--- src/rtl/parity_lane_pipe_pkg.sv ---
// Shared constants for the parity lane pipeline: parity sense and operating mode encodings.
package parity_lane_pipe_pkg;

  localparam logic PAR_EVEN = 1'b0;
  localparam logic PAR_ODD  = 1'b1;

  localparam logic MODE_GEN = 1'b0;
  localparam logic MODE_CHK = 1'b1;

endpackage

--- src/rtl/parity_lane_calc.sv ---
// Combinational per-lane parity generator/checker for one WIDTH-bit lane.
module parity_lane_calc
  import parity_lane_pipe_pkg::*;
#(
  parameter int WIDTH = 8
) (
  input  logic [WIDTH-1:0] lane_data,
  input  logic             in_parity,
  input  logic             parity_type,
  input  logic             mode,
  output logic             parity_bit,
  output logic             err
);

  logic red_s;

  assign red_s = ^lane_data;

  // Select generated parity or pass-through received parity, flagging mismatches in check mode
  always_comb begin
    parity_bit = 1'b0;
    err        = 1'b0;
    if (mode == MODE_CHK) begin
      parity_bit = in_parity;
      err        = red_s ^ in_parity ^ parity_type;
    end else begin
      parity_bit = red_s ^ parity_type;
      err        = 1'b0;
    end
  end

endmodule

--- src/rtl/parity_lane_pipe.sv ---
// Registered multi-lane parity generator/checker on a valid/ready stream,
// with a saturating count of errored beats.
module parity_lane_pipe
  import parity_lane_pipe_pkg::*;
#(
  parameter int WIDTH     = 8,
  parameter int LANES     = 4,
  parameter int ERR_CNT_W = 8
) (
  input  logic                   clk,
  input  logic                   rst_n,
  input  logic                   parity_type,
  input  logic                   mode,
  input  logic                   in_valid,
  output logic                   in_ready,
  input  logic [LANES*WIDTH-1:0] in_data,
  input  logic [LANES-1:0]       in_parity,
  output logic                   out_valid,
  input  logic                   out_ready,
  output logic [LANES*WIDTH-1:0] out_data,
  output logic [LANES-1:0]       out_parity,
  output logic [LANES-1:0]       out_err,
  output logic [ERR_CNT_W-1:0]   err_count,
  input  logic                   err_count_clr
);

  logic                   out_valid_r;
  logic [LANES*WIDTH-1:0] out_data_r;
  logic [LANES-1:0]       out_parity_r;
  logic [LANES-1:0]       out_err_r;
  logic [ERR_CNT_W-1:0]   err_count_r;

  logic [LANES-1:0]       par_next_s;
  logic [LANES-1:0]       err_next_s;
  logic                   accept_s;
  logic                   cnt_sat_s;

  for (genvar i = 0; i < LANES; i++) begin : g_lane
    parity_lane_calc #(.WIDTH(WIDTH)) u_calc (
      .lane_data   (in_data[i*WIDTH +: WIDTH]),
      .in_parity   (in_parity[i]),
      .parity_type (parity_type),
      .mode        (mode),
      .parity_bit  (par_next_s[i]),
      .err         (err_next_s[i])
    );
  end

  // Reset gates in_ready so nothing is accepted while the pipe is being cleared
  assign in_ready  = rst_n & (~out_valid_r | out_ready);
  assign accept_s  = in_valid & in_ready;
  assign cnt_sat_s = (err_count_r == {ERR_CNT_W{1'b1}});

  // Output register and valid flag (EMPTY/FULL)
  always_ff @(posedge clk) begin
    if (!rst_n) begin
      out_valid_r  <= 1'b0;
      out_data_r   <= '0;
      out_parity_r <= '0;
      out_err_r    <= '0;
    end else if (accept_s) begin
      out_valid_r  <= 1'b1;
      out_data_r   <= in_data;
      out_parity_r <= par_next_s;
      out_err_r    <= err_next_s;
    end else if (out_ready) begin
      out_valid_r  <= 1'b0;
    end else begin
      out_valid_r  <= out_valid_r;
    end
  end

  // Errored-beat counter; clear wins over a same-cycle increment
  always_ff @(posedge clk) begin
    if (!rst_n) begin
      err_count_r <= '0;
    end else if (err_count_clr) begin
      err_count_r <= '0;
    end else if (accept_s && (mode == MODE_CHK) && (|err_next_s) && !cnt_sat_s) begin
      err_count_r <= err_count_r + ERR_CNT_W'(1);
    end else begin
      err_count_r <= err_count_r;
    end
  end

  assign out_valid  = out_valid_r;
  assign out_data   = out_data_r;
  assign out_parity = out_parity_r;
  assign out_err    = out_err_r;
  assign err_count  = err_count_r;

endmodule
--- config.mk ---
export PLATFORM = sky130hd
export DESIGN_NAME = parity_lane_pipe
export DESIGN_NICKNAME = d
export VERILOG_FILES = /design/src/rtl/parity_lane_pipe_pkg.sv /design/src/rtl/parity_lane_calc.sv /design/src/rtl/parity_lane_pipe.sv
export SDC_FILE = /design/constraint.sdc
export NUM_CORES = 1
export LEC_CHECK = 0
export ABC_AREA = 1
export ABC_CLOCK_PERIOD_IN_PS = 1700
export CAP_MARGIN = 25
export CORE_MARGIN = 1.5
export CORE_UTILIZATION = 63
export CTS_CLUSTER_SIZE = 25
export DETAILED_ROUTE_END_ITERATION = 16
export DONT_BUFFER_PORTS = 1
export MAX_ROUTING_LAYER = met4
export PLACE_DENSITY = 0.89
export RECOVER_POWER = 100
export SLEW_MARGIN = 10
export SYNTH_ARGS = -nofsm -noshare
export SYNTH_HDL_FRONTEND = slang
export SYNTH_SLANG_ARGS = --single-unit
--- constraint.sdc ---
create_clock -name clk -period 1.7 [get_ports clk]
set_input_delay 0.17 -clock clk [delete_from_list [all_inputs] [get_ports clk]]
set_output_delay 0.17 -clock clk [all_outputs]
set_load 0.01 [all_outputs]
# Word level (Yosys, flattened, before mapping)
# Cells that the tools add are included.
dict set report op_classes {
  add_sub_neg 1
  eq_ne 1
  mux 10
  n_bitwise 17
  n_reduce_logical 11
}
# cell n
set op_table {}
lappend op_table {{8-bit XOR reduction} 4}
lappend op_table {{1-bit bitwise XOR} 12}
lappend op_table {{1-bit two-way mux} 10}
lappend op_table {{8-bit by 1-bit adder with 8-bit output (second input constant)} 1}
lappend op_table {{8-bit equality test (second input constant)} 1}
lappend op_table {{4-bit OR reduction} 1}
lappend op_table {{1-bit logical AND} 3}
lappend op_table {{1-bit bitwise AND} 2}
lappend op_table {{1-bit NOT} 2}
lappend op_table {{2-bit nonzero test} 1}
lappend op_table {{2-bit OR reduction} 1}
lappend op_table {{1-bit logical NOT} 1}
lappend op_table {{1-bit bitwise OR} 1}
dict set report totals {
  register_bits 49
  input_bits 43
  output_inout_bits 50
  word_cells 45
}

# Longest topological paths before layout
# Gate-level depths: netlist of run 1.
dict set report depth {
  depth_word 7
  ltp_mapped 17
}

# Hierarchy
# Synthesis of run 1 repeated with hierarchy kept, for this count alone.
dict set report unflattened {
  cells_unflattened 428
  hier_area_um2 2690.1
}
# module instances cells_per_inst area_per_inst_um2 seq_area_each_um2
set modules_own_cells {}
lappend modules_own_cells {parity_lane_pipe 1 256 1899.3 980.9}
lappend modules_own_cells {parity_lane_calc 4 43 197.7 0.0}

# Worst setup path after synthesis of run 1
# Ideal clock, no wire load.
dict set report synth_path {
  path_kind {flip-flop to flip-flop}
  startpoint {register err_count_r[1] (netlist: err_count[1])}
  endpoint {register err_count_r[5] (netlist: err_count[5])}
  setup_ps 113
  arrival_time_ps 1498
  path_slack_ps 89
  stages_incl_launch_ff 13
  path_buffers 0
  synth_period_minus_slack_ps 1611
  path_cell_list {dfxtp_1 > ha_1 > nand2_1 > nor3_1 > nand2_1 > nor2_1 > inv_1 > nand2_1 > inv_1 > nand3_1 > nand2_1 > nand2_1 > nor2_1}
}
dict set report synth_between {
  elab_chain_cells 3
  word_cells_on_any_way 4
  classes_between {add/sub: 1; eq/ne: 1; reduce/logical: 2}
}
# element line_no
set synth_rtl {}
lappend synth_rtl {{from (decl)} parity_lane_pipe.sv:31} ;# logic [ERR_CNT_W-1:0] err_count_r;
lappend synth_rtl {{from (signal assigned)} parity_lane_pipe.sv:80} ;# err_count_r <= err_count_r + ERR_CNT_W'(1);
lappend synth_rtl {{from (signal assigned)} parity_lane_pipe.sv:82} ;# err_count_r <= err_count_r;
lappend synth_rtl {{branches (longest 3 deep; another with 8-bit by 1-bit adder with 8-bit output)} n/a}
# Several ways; the timed one is not identified.
# A chain may end at the register's enable or synchronous reset.

# Worst setup path after layout of run 1
dict set report layout_path {
  startpoint {register out_valid_r (netlist: out_valid)}
  endpoint {register err_count_r[0] (netlist: err_count[0])}
}
dict set report layout_between {
  elab_chain_cells 7
}
# element line_no
set layout_rtl {}
lappend layout_rtl {{from (decl)} parity_lane_pipe.sv:27} ;# logic out_valid_r;
lappend layout_rtl {{from (signal assigned)} parity_lane_pipe.sv:69} ;# out_valid_r <= out_valid_r;
lappend layout_rtl {{1-bit NOT} parity_lane_pipe.sv:50} ;# assign in_ready = rst_n & (~out_valid_r | out_ready);
lappend layout_rtl {{1-bit bitwise OR} parity_lane_pipe.sv:50}
lappend layout_rtl {{1-bit bitwise AND} parity_lane_pipe.sv:50}
lappend layout_rtl {{1-bit bitwise AND} parity_lane_pipe.sv:51} ;# assign accept_s = in_valid & in_ready;
lappend layout_rtl {{1-bit logical AND (3 in a row)} parity_lane_pipe.sv:79} ;# end else if (accept_s && (mode == MODE_CHK) && (|err_next_s) && !cnt_sat_s) begin
# Every way passes these cells.

==> metrics.txt, run 1 <==
# TYPE chip_impl_metric gauge
chip_impl_metric{name="global_route.usage.total",unit="%"} 30.0
chip_impl_metric{name="final.fill_count",unit=""} 321
chip_impl_metric{name="fin_setup_tns",unit="ns"} 0
chip_impl_info{name="timing_worst_setup_path_type",value="reg2reg"} 1
chip_impl_metric{name="syn-num-nets",unit=""} 428
chip_impl_metric{name="critical_path_at",unit="ns"} 1.80
chip_impl_metric{name="grt_overflow",unit=""} 0
chip_impl_info{name="run_status",value="finished clean"} 1
chip_impl_info{name="hold_path.class",value="in2reg"} 1
chip_impl_info{name="synth.cells.most_frequent",value="sky130_fd_sc_hd__nand2_1 (124), sky130_fd_sc_hd__nand3_1 (68), sky130_fd_sc_hd__dfxtp_1 (49)"} 1
chip_impl_metric{name="routed_wirelength",unit="um"} 6450
chip_impl_metric{name="initial_core_util",unit="%"} 64.8
chip_impl_metric{name="grt_antenna_before_repair",unit=""} 0
chip_impl_metric{name="vias_per_cell",unit=""} 5.42
chip_impl_metric{name="power.leakage",unit="nW"} 1.46
chip_impl_metric{name="met1_wire_length",unit="um"} 2600
chip_impl_metric{name="netlist-cell-type-count",unit=""} 25
chip_impl_metric{name="finalInstanceArea",unit="um^2"} 2990
chip_impl_metric{name="dr_wl_met2",unit="um"} 3190
chip_impl_metric{name="worstPathMaxFanout",unit=""} 14
chip_impl_metric{name="horizontal_die_dimension",unit="um"} 66.9
chip_impl_metric{name="total_half_perimeter_wirelength_after_legalization_and_detailed_placement",unit="um"} 4610
chip_impl_metric{name="synth_warnings",unit=""} 0
chip_impl_info{name="root_buffer",value="sky130_fd_sc_hd__clkbuf_8"} 1
chip_impl_metric{name="tritoncts.num_buffers",unit=""} 5
chip_impl_info{name="cells_along_the_critical_path",value="a21oi_1 > nand2_2 > nor2_4 > nand3_4 > nand2_1 > nand2_1 > nor2_1"} 1
chip_impl_metric{name="areaGrowthSynthToFinish",unit="%"} 16.0
chip_impl_info{name="setup_repair_after_global_routing_missed_its_margin",value="false"} 1
chip_impl_metric{name="fmax",unit="MHz"} 642
chip_impl_metric{name="yosys_register_bits",unit=""} 49
chip_impl_metric{name="clkSlewWorstSetupHoldPaths",unit="ns"} 0.09
chip_impl_metric{name="cap_viol_max_count",unit=""} 0
chip_impl_info{name="post_synth_main_area_contributors",value="sky130_fd_sc_hd__dfxtp_1 (38%), sky130_fd_sc_hd__nand2_1 (18%), sky130_fd_sc_hd__nand3_1 (13%), sky130_fd_sc_hd__inv_1 (6.3%), sky130_fd_sc_hd__xor2_1 (4.8%)"} 1
chip_impl_metric{name="via_count_of_the_first_global_routing_pass",unit=""} 2459
chip_impl_metric{name="detailroute.wirelength.met3",unit="um"} 597
chip_impl_metric{name="route.antenna.remaining_nets",unit=""} 0
chip_impl_info{name="tritoncts",value="yes"} 1
chip_impl_metric{name="finalCriticalPeriod",unit="ns"} 1.56
chip_impl_metric{name="pin_count_of_the_biggest_net_entering_global_routing",unit=""} 35
chip_impl_metric{name="antennaDiodeCount",unit=""} 0
chip_impl_metric{name="setup_viol",unit=""} 0
chip_impl_metric{name="power",unit="mW"} 2.59
chip_impl_metric{name="area_used_by_multi_input_combinational_logic",unit="um^2"} 1370
chip_impl_metric{name="final_core_util",unit="%"} 75.2
chip_impl_metric{name="max_slew.worst_pin.slew",unit="ns"} 0.424
chip_impl_metric{name="synth_top_cell_area_share",unit="%"} 38.1
chip_impl_info{name="critical-path-top-cell-by-count",value="sky130_fd_sc_hd__nand2_1"} 1
chip_impl_metric{name="drt_iter0_markers",unit=""} 132
chip_impl_metric{name="grt_pass1_wl",unit="um"} 10000
chip_impl_info{name="path_delay_family",value="simple AND/OR/NAND/NOR gates"} 1
chip_impl_metric{name="slew_viol_final",unit=""} 0
chip_impl_metric{name="detail_route.drc_violations",unit=""} 0
chip_impl_metric{name="detail_route.first_pass.iterations",unit=""} 4
chip_impl_metric{name="synth-edff-count",unit=""} 0
chip_impl_metric{name="maxSlewHeadroom",unit="%"} 71.6
chip_impl_metric{name="coreArea",unit="um^2"} 3970
chip_impl_metric{name="place.port_buffers",unit=""} 0
chip_impl_metric{name="gp_routability_congestion",unit=""} 0.913
chip_impl_info{name="min-delay-start",value="rst_n"} 1
chip_impl_metric{name="rows",unit=""} 23
chip_impl_metric{name="finClkSkew",unit="ns"} 0.00382
chip_impl_metric{name="ys_seq_area_share",unit="%"} 38.1
chip_impl_metric{name="design.final.nets",unit=""} 458
chip_impl_metric{name="tritoncts_num_sinks",unit=""} 49
chip_impl_info{name="kind_of_start_point_of_the_critical_path",value="flip-flop"} 1
chip_impl_metric{name="total_power_density_per_cell_area",unit="nW/um^2"} 867
chip_impl_info{name="worst_r2r_startpoint",value="out_valid"} 1
chip_impl_metric{name="vias",unit=""} 2519
chip_impl_info{name="synth_largest_area_cell",value="sky130_fd_sc_hd__dfxtp_1"} 1
chip_impl_metric{name="floorplan_die_area",unit="um^2"} 4480
chip_impl_metric{name="timing.critical_path.buf_inv",unit=""} 0
chip_impl_metric{name="syn_area_per_cell",unit="um^2"} 6.71
chip_impl_metric{name="worstSkewPairLatency",unit="ns"} 0.30
chip_impl_metric{name="critPathRequiredTime",unit="ns"} 1.94
chip_impl_info{name="top_layer_used",value="met4"} 1
chip_impl_metric{name="layout_worst_path_cycle_share",unit="%"} 91.6
chip_impl_metric{name="die_y",unit="um"} 66.9
chip_impl_info{name="synthFlopType",value="sky130_fd_sc_hd__dfxtp_1"} 1
chip_impl_metric{name="async_reset_ff_share",unit="%"} 0
chip_impl_info{name="synthMostInstantiatedCell",value="sky130_fd_sc_hd__nand2_1"} 1
chip_impl_metric{name="crit_path_max_incr_delay",unit="ns"} 0.36
chip_impl_metric{name="cts-htree-levels",unit=""} 2
chip_impl_metric{name="vdd_ir_drop_max",unit="uV"} 597
chip_impl_info{name="setup.worst_path.start",value="out_valid"} 1
chip_impl_metric{name="finalHoldViolCount",unit=""} 0
chip_impl_metric{name="placed_area",unit="um^2"} 2700
chip_impl_metric{name="layout-drive-gt1-share",unit="%"} 6.75
chip_impl_metric{name="cts-root-to-sink-buffers",unit=""} 2
chip_impl_info{name="standard_cell_with_the_maximum_stage_delay_on_the_critical_path",value="sky130_fd_sc_hd__dfxtp_1"} 1
chip_impl_info{name="cp-end-kind",value="flip-flop"} 1
chip_impl_metric{name="synth_area",unit="um^2"} 2570
chip_impl_metric{name="area.sequential",unit="um^2"} 981
chip_impl_metric{name="synthesized_instance_count",unit=""} 384
chip_impl_metric{name="design.portCount",unit=""} 93
chip_impl_metric{name="wl_per_cell",unit="um"} 13.9
==> sequential cells by signal (all words and copies together), names as in the netlist <==
register	count
out_err	4
out_data	32
out_valid	1
out_parity	4
err_count	8
==> stage by stage <==
| step | worst slack, ns | instances | hold WS (ns) |
|---|---|---|---|
| detailed placement | 0.135 | 437 | 0.286 |
| global route | 0.0223 | 465 | 0.00966 |
| CTS | 0.119 | 465 | 0.000479 |
| global placement | 0.177 | 437 | 0.282 |
| floorplan | 0.0890 | 384 | 0.281 |
| finish | 0.143 | 465 | 0.00542 |
==> path summary, 6_finish.rpt <==
| check | endpoint | slack (ns) | depth (start not counted) |
|---|---|---|---|
| max reg2reg | err_count[0] | 0.14 | 7 |
| min reg2reg | out_data[7] | 0.51 | 2 |
| max | err_count[0] | 0.14 | 7 |
| min | out_data[22] | 0.005 | 2 |
==> layout make-up <==
class,instances,area share [%]
multi-input combinational,276,45.8
sequential,49,32.8
timing repair buffer,35,9.43
inverter,47,5.91
clock buffer,7,2.89
tap,50,2.09
clock inverter,1,1.01
==> logic make-up after synthesis <==
kind of cell	Yosys count	share of synthesized area (%)
flip-flops	49	38.1
XOR/XNOR	23	7.82
AND/OR/NAND/NOR	223	38.2
adder cells (fa/ha/maj)	1	0.486
buffers and inverters	59	8.79
AO/OA/AOI/OAI	29	6.56
==> what timing repair did <==
item / 4_1_cts / 5_1_grt
endpoints found under the hold margin: 19 / 0
hold buffers: 20 / 0
setup endpoints to repair: 0 / 1
gates resized for setup: 0 / 1
buffers inserted: 0 / 0
==> placed cells by master, fill, tap and decap left out, types with 2 or more instances in the layout <==
cell                            Yosys  routed
sky130_fd_sc_hd__clkbuf_8           0       6
sky130_fd_sc_hd__clkbuf_1           5       8
sky130_fd_sc_hd__nand4_1            5       5
sky130_fd_sc_hd__o21ai_0           14      14
sky130_fd_sc_hd__nand2_1          124     124
sky130_fd_sc_hd__buf_4              0       6
sky130_fd_sc_hd__xnor2_1            9       9
sky130_fd_sc_hd__nor2_1            15      15
sky130_fd_sc_hd__a21oi_1            6       7
sky130_fd_sc_hd__nand2_2            5       5
sky130_fd_sc_hd__clkbuf_2           0       2
sky130_fd_sc_hd__inv_2              3       3
sky130_fd_sc_hd__dfxtp_1           49      49
sky130_fd_sc_hd__inv_1             43      43
sky130_fd_sc_hd__o31ai_1            4       4
sky130_fd_sc_hd__dlygate4sd3_1      0      20
sky130_fd_sc_hd__xor2_1            14      14
sky130_fd_sc_hd__a22oi_1            4       4
sky130_fd_sc_hd__nand3_1           68      68
==> report_power, final <==
part           internal, mW  total (mW)  switching, mW
sequential             1.22        1.31         0.0837
clock                 0.480       0.858          0.379
combinational         0.177       0.425          0.248
total                  1.88        2.59          0.710
==> layer usage <==
| metal | track usage (%) | vias to the layer above |
|---|---|---|
| met5 | - | - |
| met4 | 8.16 | 0 |
| met3 | 11.1 | 7 |
| met2 | 54.4 | 89 |
| met1 | 30.1 | 1140 |
| li1 | - | 1283 |
Note: power is estimated with default switching activity, not from simulation.
==> run 2: changes to the inputs <==
--- a/config.mk
+++ b/config.mk
@@ -15,5 +15,5 @@
 export DONT_BUFFER_PORTS = 1
 export MAX_ROUTING_LAYER = met4
-export PLACE_DENSITY = 0.89
+export PLACE_DENSITY_LB_ADDON = 0.1
 export RECOVER_POWER = 100
 export SLEW_MARGIN = 10
==> constraint.sdc (replaced) <==
create_clock -name clk -period 1.7 [get_ports clk]
set_input_delay 0.17 -clock clk [delete_from_list [all_inputs] [get_ports clk]]
set_output_delay 0.17 -clock clk [all_outputs]
set_load 0.005 [all_outputs]
==> metrics.txt, run 2 (synthesized netlist as in run 1, its figures left out) <==
# TYPE chip_impl_metric gauge
chip_impl_metric{name="finalCriticalPeriod",unit="ns"} 1.56
chip_impl_metric{name="cts-htree-levels",unit=""} 2
chip_impl_metric{name="gp_routability_congestion",unit=""} 0.886
chip_impl_metric{name="vias",unit=""} 2452
chip_impl_metric{name="design.final.nets",unit=""} 454
chip_impl_metric{name="setup_viol",unit=""} 0
chip_impl_metric{name="fmax",unit="MHz"} 642
chip_impl_info{name="hold_path.class",value="in2reg"} 1
chip_impl_metric{name="route.antenna.remaining_nets",unit=""} 0
chip_impl_metric{name="groute.layer.met1.usage",unit="%"} 31.4
chip_impl_metric{name="worstPathMaxFanout",unit=""} 29
chip_impl_info{name="setup_repair_after_global_routing_missed_its_margin",value="false"} 1
chip_impl_metric{name="hold-path-cell-count",unit=""} 2
chip_impl_metric{name="initial_core_util",unit="%"} 64.8
chip_impl_info{name="root_buffer",value="sky130_fd_sc_hd__clkbuf_8"} 1
chip_impl_metric{name="wl_per_cell",unit="um"} 13.5
chip_impl_metric{name="place.port_buffers",unit=""} 0
chip_impl_metric{name="finClkSkew",unit="ns"} 0.00904
chip_impl_metric{name="grtUsageMet2",unit="%"} 53.0
chip_impl_metric{name="tritoncts_num_sinks",unit=""} 49
chip_impl_metric{name="critical_path_at",unit="ns"} 1.76
chip_impl_metric{name="design.portCount",unit=""} 93
chip_impl_info{name="most-common-layout-cells",value="sky130_fd_sc_hd__nand2_1 (125), sky130_fd_sc_hd__nand3_1 (68), sky130_fd_sc_hd__dfxtp_1 (49)"} 1
chip_impl_metric{name="global_route.usage.total",unit="%"} 29.4
chip_impl_metric{name="final_cells",unit=""} 461
chip_impl_metric{name="layout_worst_path_cycle_share",unit="%"} 91.6
chip_impl_info{name="cp-end-kind",value="flip-flop"} 1
chip_impl_metric{name="fin_worst_hold_slack",unit="ns"} 0.00382
chip_impl_metric{name="rows",unit=""} 23
chip_impl_metric{name="layout-drive-gt1-share",unit="%"} 7.06
chip_impl_metric{name="areaGrowthSynthToFinish",unit="%"} 14.1
chip_impl_metric{name="routed_wirelength",unit="um"} 6220
chip_impl_metric{name="coreArea",unit="um^2"} 3970
chip_impl_metric{name="total_half_perimeter_wirelength_after_legalization_and_detailed_placement",unit="um"} 4360
chip_impl_info{name="timing_worst_setup_path_type",value="reg2reg"} 1
chip_impl_metric{name="via_count_of_the_first_global_routing_pass",unit=""} 2341
chip_impl_metric{name="vias_per_cell",unit=""} 5.32
chip_impl_metric{name="detail_route.drc_violations",unit=""} 0
chip_impl_metric{name="pin_count_of_the_biggest_net_entering_global_routing",unit=""} 35
chip_impl_metric{name="cts-root-to-sink-buffers",unit=""} 2
chip_impl_metric{name="max_slew.worst_pin.slew",unit="ns"} 0.519
chip_impl_metric{name="maxSlewHeadroom",unit="%"} 65.4
chip_impl_metric{name="fin_setup_tns",unit="ns"} 0
chip_impl_metric{name="worstRegToRegCells",unit=""} 5
chip_impl_metric{name="dp.cells",unit=""} 433
chip_impl_info{name="run_status",value="finished clean"} 1
chip_impl_metric{name="tritoncts.num_buffers",unit=""} 5
chip_impl_metric{name="cts_post_setup_buffers_inserted",unit=""} 0
chip_impl_metric{name="cap_viol_max_count",unit=""} 0
chip_impl_metric{name="total_power_density_per_cell_area",unit="nW/um^2"} 806
chip_impl_metric{name="groute.layer.met3.usage",unit="%"} 8.11
chip_impl_metric{name="drt_iter0_markers",unit=""} 108
chip_impl_metric{name="worstSkewPairLatency",unit="ns"} 0.31
chip_impl_metric{name="final.fill_count",unit=""} 342
chip_impl_metric{name="floorplan_die_area",unit="um^2"} 4480
chip_impl_metric{name="clkSlewWorstSetupHoldPaths",unit="ns"} 0.09
chip_impl_metric{name="power.leakage",unit="nW"} 1.43
chip_impl_metric{name="detail_route.first_pass.iterations",unit=""} 4
chip_impl_metric{name="area.sequential",unit="um^2"} 981
chip_impl_metric{name="vdd_ir_drop_max",unit="uV"} 564
chip_impl_info{name="mostFrequentLayoutCell",value="sky130_fd_sc_hd__nand2_1"} 1
chip_impl_info{name="tritoncts",value="yes"} 1
chip_impl_metric{name="max_ffs_per_register",unit=""} 32
chip_impl_metric{name="grt_antenna_before_repair",unit=""} 0
chip_impl_info{name="top_usage_layer",value="met2"} 1
chip_impl_metric{name="area_used_by_multi_input_combinational_logic",unit="um^2"} 1370
chip_impl_metric{name="horizontal_die_dimension",unit="um"} 66.9
chip_impl_metric{name="critPathRequiredTime",unit="ns"} 1.91
chip_impl_metric{name="grt_overflow",unit=""} 0
chip_impl_metric{name="slew_viol_final",unit=""} 0
chip_impl_metric{name="finalHoldViolCount",unit=""} 0
chip_impl_metric{name="grt_pass1_wl",unit="um"} 9850
chip_impl_info{name="kind_of_start_point_of_the_critical_path",value="flip-flop"} 1
chip_impl_metric{name="die_y",unit="um"} 66.9
chip_impl_metric{name="antennaDiodeCount",unit=""} 0
[run 2: worst paths after layout]
kind / start / endpoint / slack (ns)
worst min register to register: out_data[23] / out_data[23] / 0.49
worst max-delay path: out_valid / out_parity[0] / 0.14
worst min-delay path: rst_n / out_data[2] / 0.004
worst max register to register: out_valid / out_parity[0] / 0.14
[run 2: critical path: stages (launching register included)]
cell,delay (ns)
sky130_fd_sc_hd__dfxtp_1,0.35
sky130_fd_sc_hd__a21oi_2,0.18
sky130_fd_sc_hd__nand2_1,0.18
sky130_fd_sc_hd__clkbuf_2,0.39
sky130_fd_sc_hd__a22oi_1,0.28
sky130_fd_sc_hd__a21oi_1,0.08
[run 2: layer usage]
| metal | vias to the layer above | routed length (um) |
|---|---|---|
| li1 | 1273 | - |
| met1 | 1102 | 2490 |
| met2 | 69 | 3200 |
| met3 | 8 | 438 |
| met4 | 0 | 86 |
| met5 | - | 0 |
[run 2: cell type report]
class | instances | area share, %
Clock buffer | 5 | 2.34
Sequential cell | 49 | 33.4
Tap cell | 50 | 2.13
Multi-Input combinational cell | 276 | 46.7
Clock inverter | 3 | 0.596
Timing Repair Buffer | 31 | 8.85
Inverter | 47 | 6.00
[run 2: repair_timing]
action / CTS / global route
hold buffers: 20 / 0
endpoints found under the setup margin: 0 / 6
gates resized for setup: 0 / 2
hold endpoints to repair: 20 / 0
[run 2: where the power goes]
| group | switching [mW] | internal [mW] | total, mW |
|---|---|---|---|
| logic | 0.242 | 0.174 | 0.417 |
| registers | 0.0559 | 1.22 | 1.28 |
| clock network | 0.391 | 0.285 | 0.676 |
| total | 0.690 | 1.68 | 2.37 |
[run 2: metrics by stage]
stage	setup WS [ns]	util, %	power [mW]	instance area (um^2)
final	0.142	74.0	2.37	2940
after detailed placement	0.0752	67.2	1.68	2670
after global routing	0.0337	74.0	2.50	2940
after floorplan	0.136	-	1.61	2570
after CTS	0.0592	74.4	2.39	2960
after global placement	0.193	67.2	1.66	2670
==> run 3: changes to the inputs <==
Settings changed: SYNTH_HIERARCHICAL set to 1.
==> metrics.txt, run 3 <==
# TYPE chip_impl_metric gauge
chip_impl_info{name="run_status",value="finished clean"} 1
chip_impl_info{name="root_buffer",value="sky130_fd_sc_hd__clkbuf_8"} 1
chip_impl_info{name="min-delay-start",value="rst_n"} 1
chip_impl_metric{name="syn-num-nets",unit=""} 472
chip_impl_info{name="worst_reg2reg_path_endpoint",value="err_count[5]"} 1
chip_impl_metric{name="total_half_perimeter_wirelength_after_legalization_and_detailed_placement",unit="um"} 4310
chip_impl_info{name="mostFrequentLayoutCell",value="sky130_fd_sc_hd__nand2_1"} 1
chip_impl_metric{name="gp_routability_congestion",unit=""} 0.754
chip_impl_metric{name="grt_pass1_wl",unit="um"} 9960
chip_impl_metric{name="synth_warnings",unit=""} 6
chip_impl_metric{name="design.portCount",unit=""} 93
chip_impl_metric{name="grt_antenna_before_repair",unit=""} 0
chip_impl_metric{name="tritoncts_num_sinks",unit=""} 49
chip_impl_info{name="post_synth_main_area_contributors",value="sky130_fd_sc_hd__dfxtp_1 (36%), sky130_fd_sc_hd__nand2_1 (26%), sky130_fd_sc_hd__nand3_1 (10%), sky130_fd_sc_hd__inv_1 (5.0%), sky130_fd_sc_hd__nand2_2 (4.4%)"} 1
chip_impl_metric{name="antennaDiodeCount",unit=""} 0
chip_impl_info{name="setup_repair_after_global_routing_missed_its_margin",value="false"} 1
chip_impl_metric{name="floorplan_die_area",unit="um^2"} 4670
chip_impl_info{name="tritoncts",value="yes"} 1
chip_impl_metric{name="critPathRequiredTime",unit="ns"} 1.92
chip_impl_metric{name="initial_core_util",unit="%"} 66.3
chip_impl_info{name="most-common-layout-cells",value="sky130_fd_sc_hd__nand2_1 (190), sky130_fd_sc_hd__nand3_1 (55), sky130_fd_sc_hd__dfxtp_1 (49)"} 1
chip_impl_metric{name="worstRegToRegCells",unit=""} 7
chip_impl_metric{name="syn_area_per_cell",unit="um^2"} 6.29
chip_impl_info{name="synthFlopType",value="sky130_fd_sc_hd__dfxtp_1"} 1
chip_impl_metric{name="hold-path-cell-count",unit=""} 2
chip_impl_metric{name="cts-root-to-sink-buffers",unit=""} 2
chip_impl_metric{name="global_route.usage.total",unit="%"} 29.1
chip_impl_metric{name="async_reset_ff_share",unit="%"} 0
chip_impl_metric{name="cap_viol_max_count",unit=""} 0
chip_impl_info{name="timing_worst_setup_path_type",value="reg2reg"} 1
chip_impl_metric{name="power.leakage",unit="nW"} 1.65
chip_impl_metric{name="vdd_ir_drop_max",unit="uV"} 602
chip_impl_metric{name="dp_slack",unit="ns"} 0.0225
chip_impl_metric{name="route.antenna.remaining_nets",unit=""} 0
chip_impl_metric{name="final_cells",unit=""} 509
chip_impl_metric{name="worstPathMaxFanout",unit=""} 8
chip_impl_info{name="min_to",value="out_data[30]"} 1
chip_impl_metric{name="layout_worst_path_cycle_share",unit="%"} 88.9
chip_impl_info{name="worst_r2r_startpoint",value="err_count[0]"} 1
chip_impl_metric{name="fin_setup_tns",unit="ns"} 0
chip_impl_metric{name="detail_route.drc_violations",unit=""} 0
chip_impl_info{name="synth.cells.most_frequent",value="sky130_fd_sc_hd__nand2_1 (188), sky130_fd_sc_hd__nand3_1 (55), sky130_fd_sc_hd__dfxtp_1 (49)"} 1
chip_impl_metric{name="vias",unit=""} 2667
chip_impl_metric{name="r2r_slack",unit="ns"} 0.19
chip_impl_metric{name="postCtsResizedCells",unit=""} 0
chip_impl_metric{name="drt_iter0_markers",unit=""} 158
chip_impl_metric{name="maxSlewHeadroom",unit="%"} 76.9
chip_impl_info{name="kind_of_start_point_of_the_critical_path",value="flip-flop"} 1
chip_impl_metric{name="grt_overflow",unit=""} 0
chip_impl_metric{name="wl_per_cell",unit="um"} 12.6
chip_impl_metric{name="final.fill_count",unit=""} 309
chip_impl_metric{name="synthesized_instance_count",unit=""} 428
chip_impl_info{name="cp-end-kind",value="flip-flop"} 1
chip_impl_metric{name="rows",unit=""} 23
chip_impl_metric{name="pin_count_of_the_biggest_net_entering_global_routing",unit=""} 44
chip_impl_metric{name="cts-htree-levels",unit=""} 2
chip_impl_metric{name="routed_wirelength",unit="um"} 6440
chip_impl_info{name="synth_largest_area_cell",value="sky130_fd_sc_hd__dfxtp_1"} 1
chip_impl_metric{name="fmax",unit="MHz"} 662
chip_impl_metric{name="via_count_of_the_first_global_routing_pass",unit=""} 2518
chip_impl_metric{name="die_y",unit="um"} 68.3
chip_impl_metric{name="synth_area",unit="um^2"} 2690
chip_impl_metric{name="netlist-cell-type-count",unit=""} 24
chip_impl_info{name="hold_path.class",value="in2reg"} 1
chip_impl_metric{name="power",unit="mW"} 2.39
chip_impl_metric{name="slew_viol_final",unit=""} 0
chip_impl_metric{name="dp.cells",unit=""} 468
chip_impl_metric{name="vias_per_cell",unit=""} 5.24
chip_impl_metric{name="place.port_buffers",unit=""} 0
chip_impl_metric{name="finalHoldViolCount",unit=""} 0
chip_impl_info{name="synthMostInstantiatedCell",value="sky130_fd_sc_hd__nand2_1"} 1
chip_impl_metric{name="layout-drive-gt1-share",unit="%"} 10.5
chip_impl_metric{name="critical_path_at",unit="ns"} 1.74
chip_impl_metric{name="synth_top_cell_area_share",unit="%"} 36.5
chip_impl_metric{name="tritoncts.num_buffers",unit=""} 5
chip_impl_metric{name="ys_seq_area_share",unit="%"} 36.5
chip_impl_metric{name="horizontal_die_dimension",unit="um"} 68.3
chip_impl_metric{name="final_core_util",unit="%"} 77.1
chip_impl_metric{name="worstSkewPairLatency",unit="ns"} 0.30
chip_impl_metric{name="max_slew.worst_pin.slew",unit="ns"} 0.345
chip_impl_metric{name="yosys_register_bits",unit=""} 49
chip_impl_metric{name="detail_route.first_pass.iterations",unit=""} 4
chip_impl_metric{name="design.final.nets",unit=""} 502
chip_impl_metric{name="setup_viol",unit=""} 0
chip_impl_metric{name="finClkSkew",unit="ns"} 0.00624
chip_impl_metric{name="max_ffs_per_register",unit=""} 32
chip_impl_metric{name="coreArea",unit="um^2"} 4060
chip_impl_metric{name="setup_slack",unit="ns"} 0.189
chip_impl_metric{name="synth-edff-count",unit=""} 0
chip_impl_metric{name="clkSlewWorstSetupHoldPaths",unit="ns"} 0.08
chip_impl_metric{name="finalCriticalPeriod",unit="ns"} 1.51
chip_impl_metric{name="areaGrowthSynthToFinish",unit="%"} 16.2
chip_impl_metric{name="total_power_density_per_cell_area",unit="nW/um^2"} 765
run 3: what timing repair did:
item | in CTS | in global routing
setup endpoints to repair | 0 | 0
endpoints found under the hold margin | 33 | 0
hold buffers | 33 | 0
setup buffers | 0 | 0
run 3: worst max path at each step:
stage | startpoint | to | slack (ns) | cells after the start
2_1_floorplan | in_data[24] | err_count[0] | 0.21 | 17
3_3_place_gp | in_data[23] | err_count[2] | 0.06 | 13
3_5_place_dp | in_data[15] | err_count[6] | 0.02 | 15
4_1_cts | err_count[0] | err_count[5] | 0.17 | 7
5_1_grt | out_valid | out_data[31] | 0.09 | 5
6_report | err_count[0] | err_count[5] | 0.19 | 7
run 3: critical path, cell delays in order, from the launching register on:
cell and delay [ns]:
sky130_fd_sc_hd__dfxtp_1 0.46, sky130_fd_sc_hd__ha_1 0.22, sky130_fd_sc_hd__nand2_1 0.12, sky130_fd_sc_hd__nor2_4 0.13
sky130_fd_sc_hd__nand2_2 0.12, sky130_fd_sc_hd__nand3_2 0.15, sky130_fd_sc_hd__nand2_1 0.07, sky130_fd_sc_hd__a21oi_1 0.17
run 3: where the power goes:
group | internal [mW] | switching (mW) | leakage [nW]
clock network | 0.293 | 0.368 | 0.0395
logic | 0.196 | 0.248 | 1.21
registers | 1.22 | 0.0634 | 0.403
total | 1.71 | 0.680 | 1.65
run 3: per-stage QoR:
step	area (um^2)	hold WS [ns]
after global routing	3130	0.00218
after detailed placement	2730	0.285
after CTS	3140	0.00144
final	3130	0.0106
after global placement	2730	0.281
after floorplan	2690	0.280
run 3: logic make-up after synthesis:
logic type               after synthesis  share of synthesized area, %
adder cells (fa/ha/maj)                1                         0.465
AO/OA/AOI/OAI                         22                          4.74
XOR/XNOR                               4                          1.30
AND/OR/NAND/NOR                      291                          48.0
flip-flops                            49                          36.5
buffers and inverters                 61                          9.02
run 3: layout make-up:
class / instances / area (um^2) / area share (%)
timing repair buffer: 37 / 373 / 11.9
multi-input combinational: 318 / 1450 / 46.5
sequential: 49 / 981 / 31.4
inverter: 47 / 176 / 5.64
clock buffer: 8 / 80.1 / 2.56
tap: 50 / 62.6 / 2.00
run 3: metal layers:
| layer | share of wire (%) | global-route usage, % |
|---|---|---|
| met5 | 0 | - |
| met3 | 8.4 | 8.39 |
| met4 | 1.3 | 8.50 |
| met1 | 39 | 29.1 |
| met2 | 51 | 54.5 |
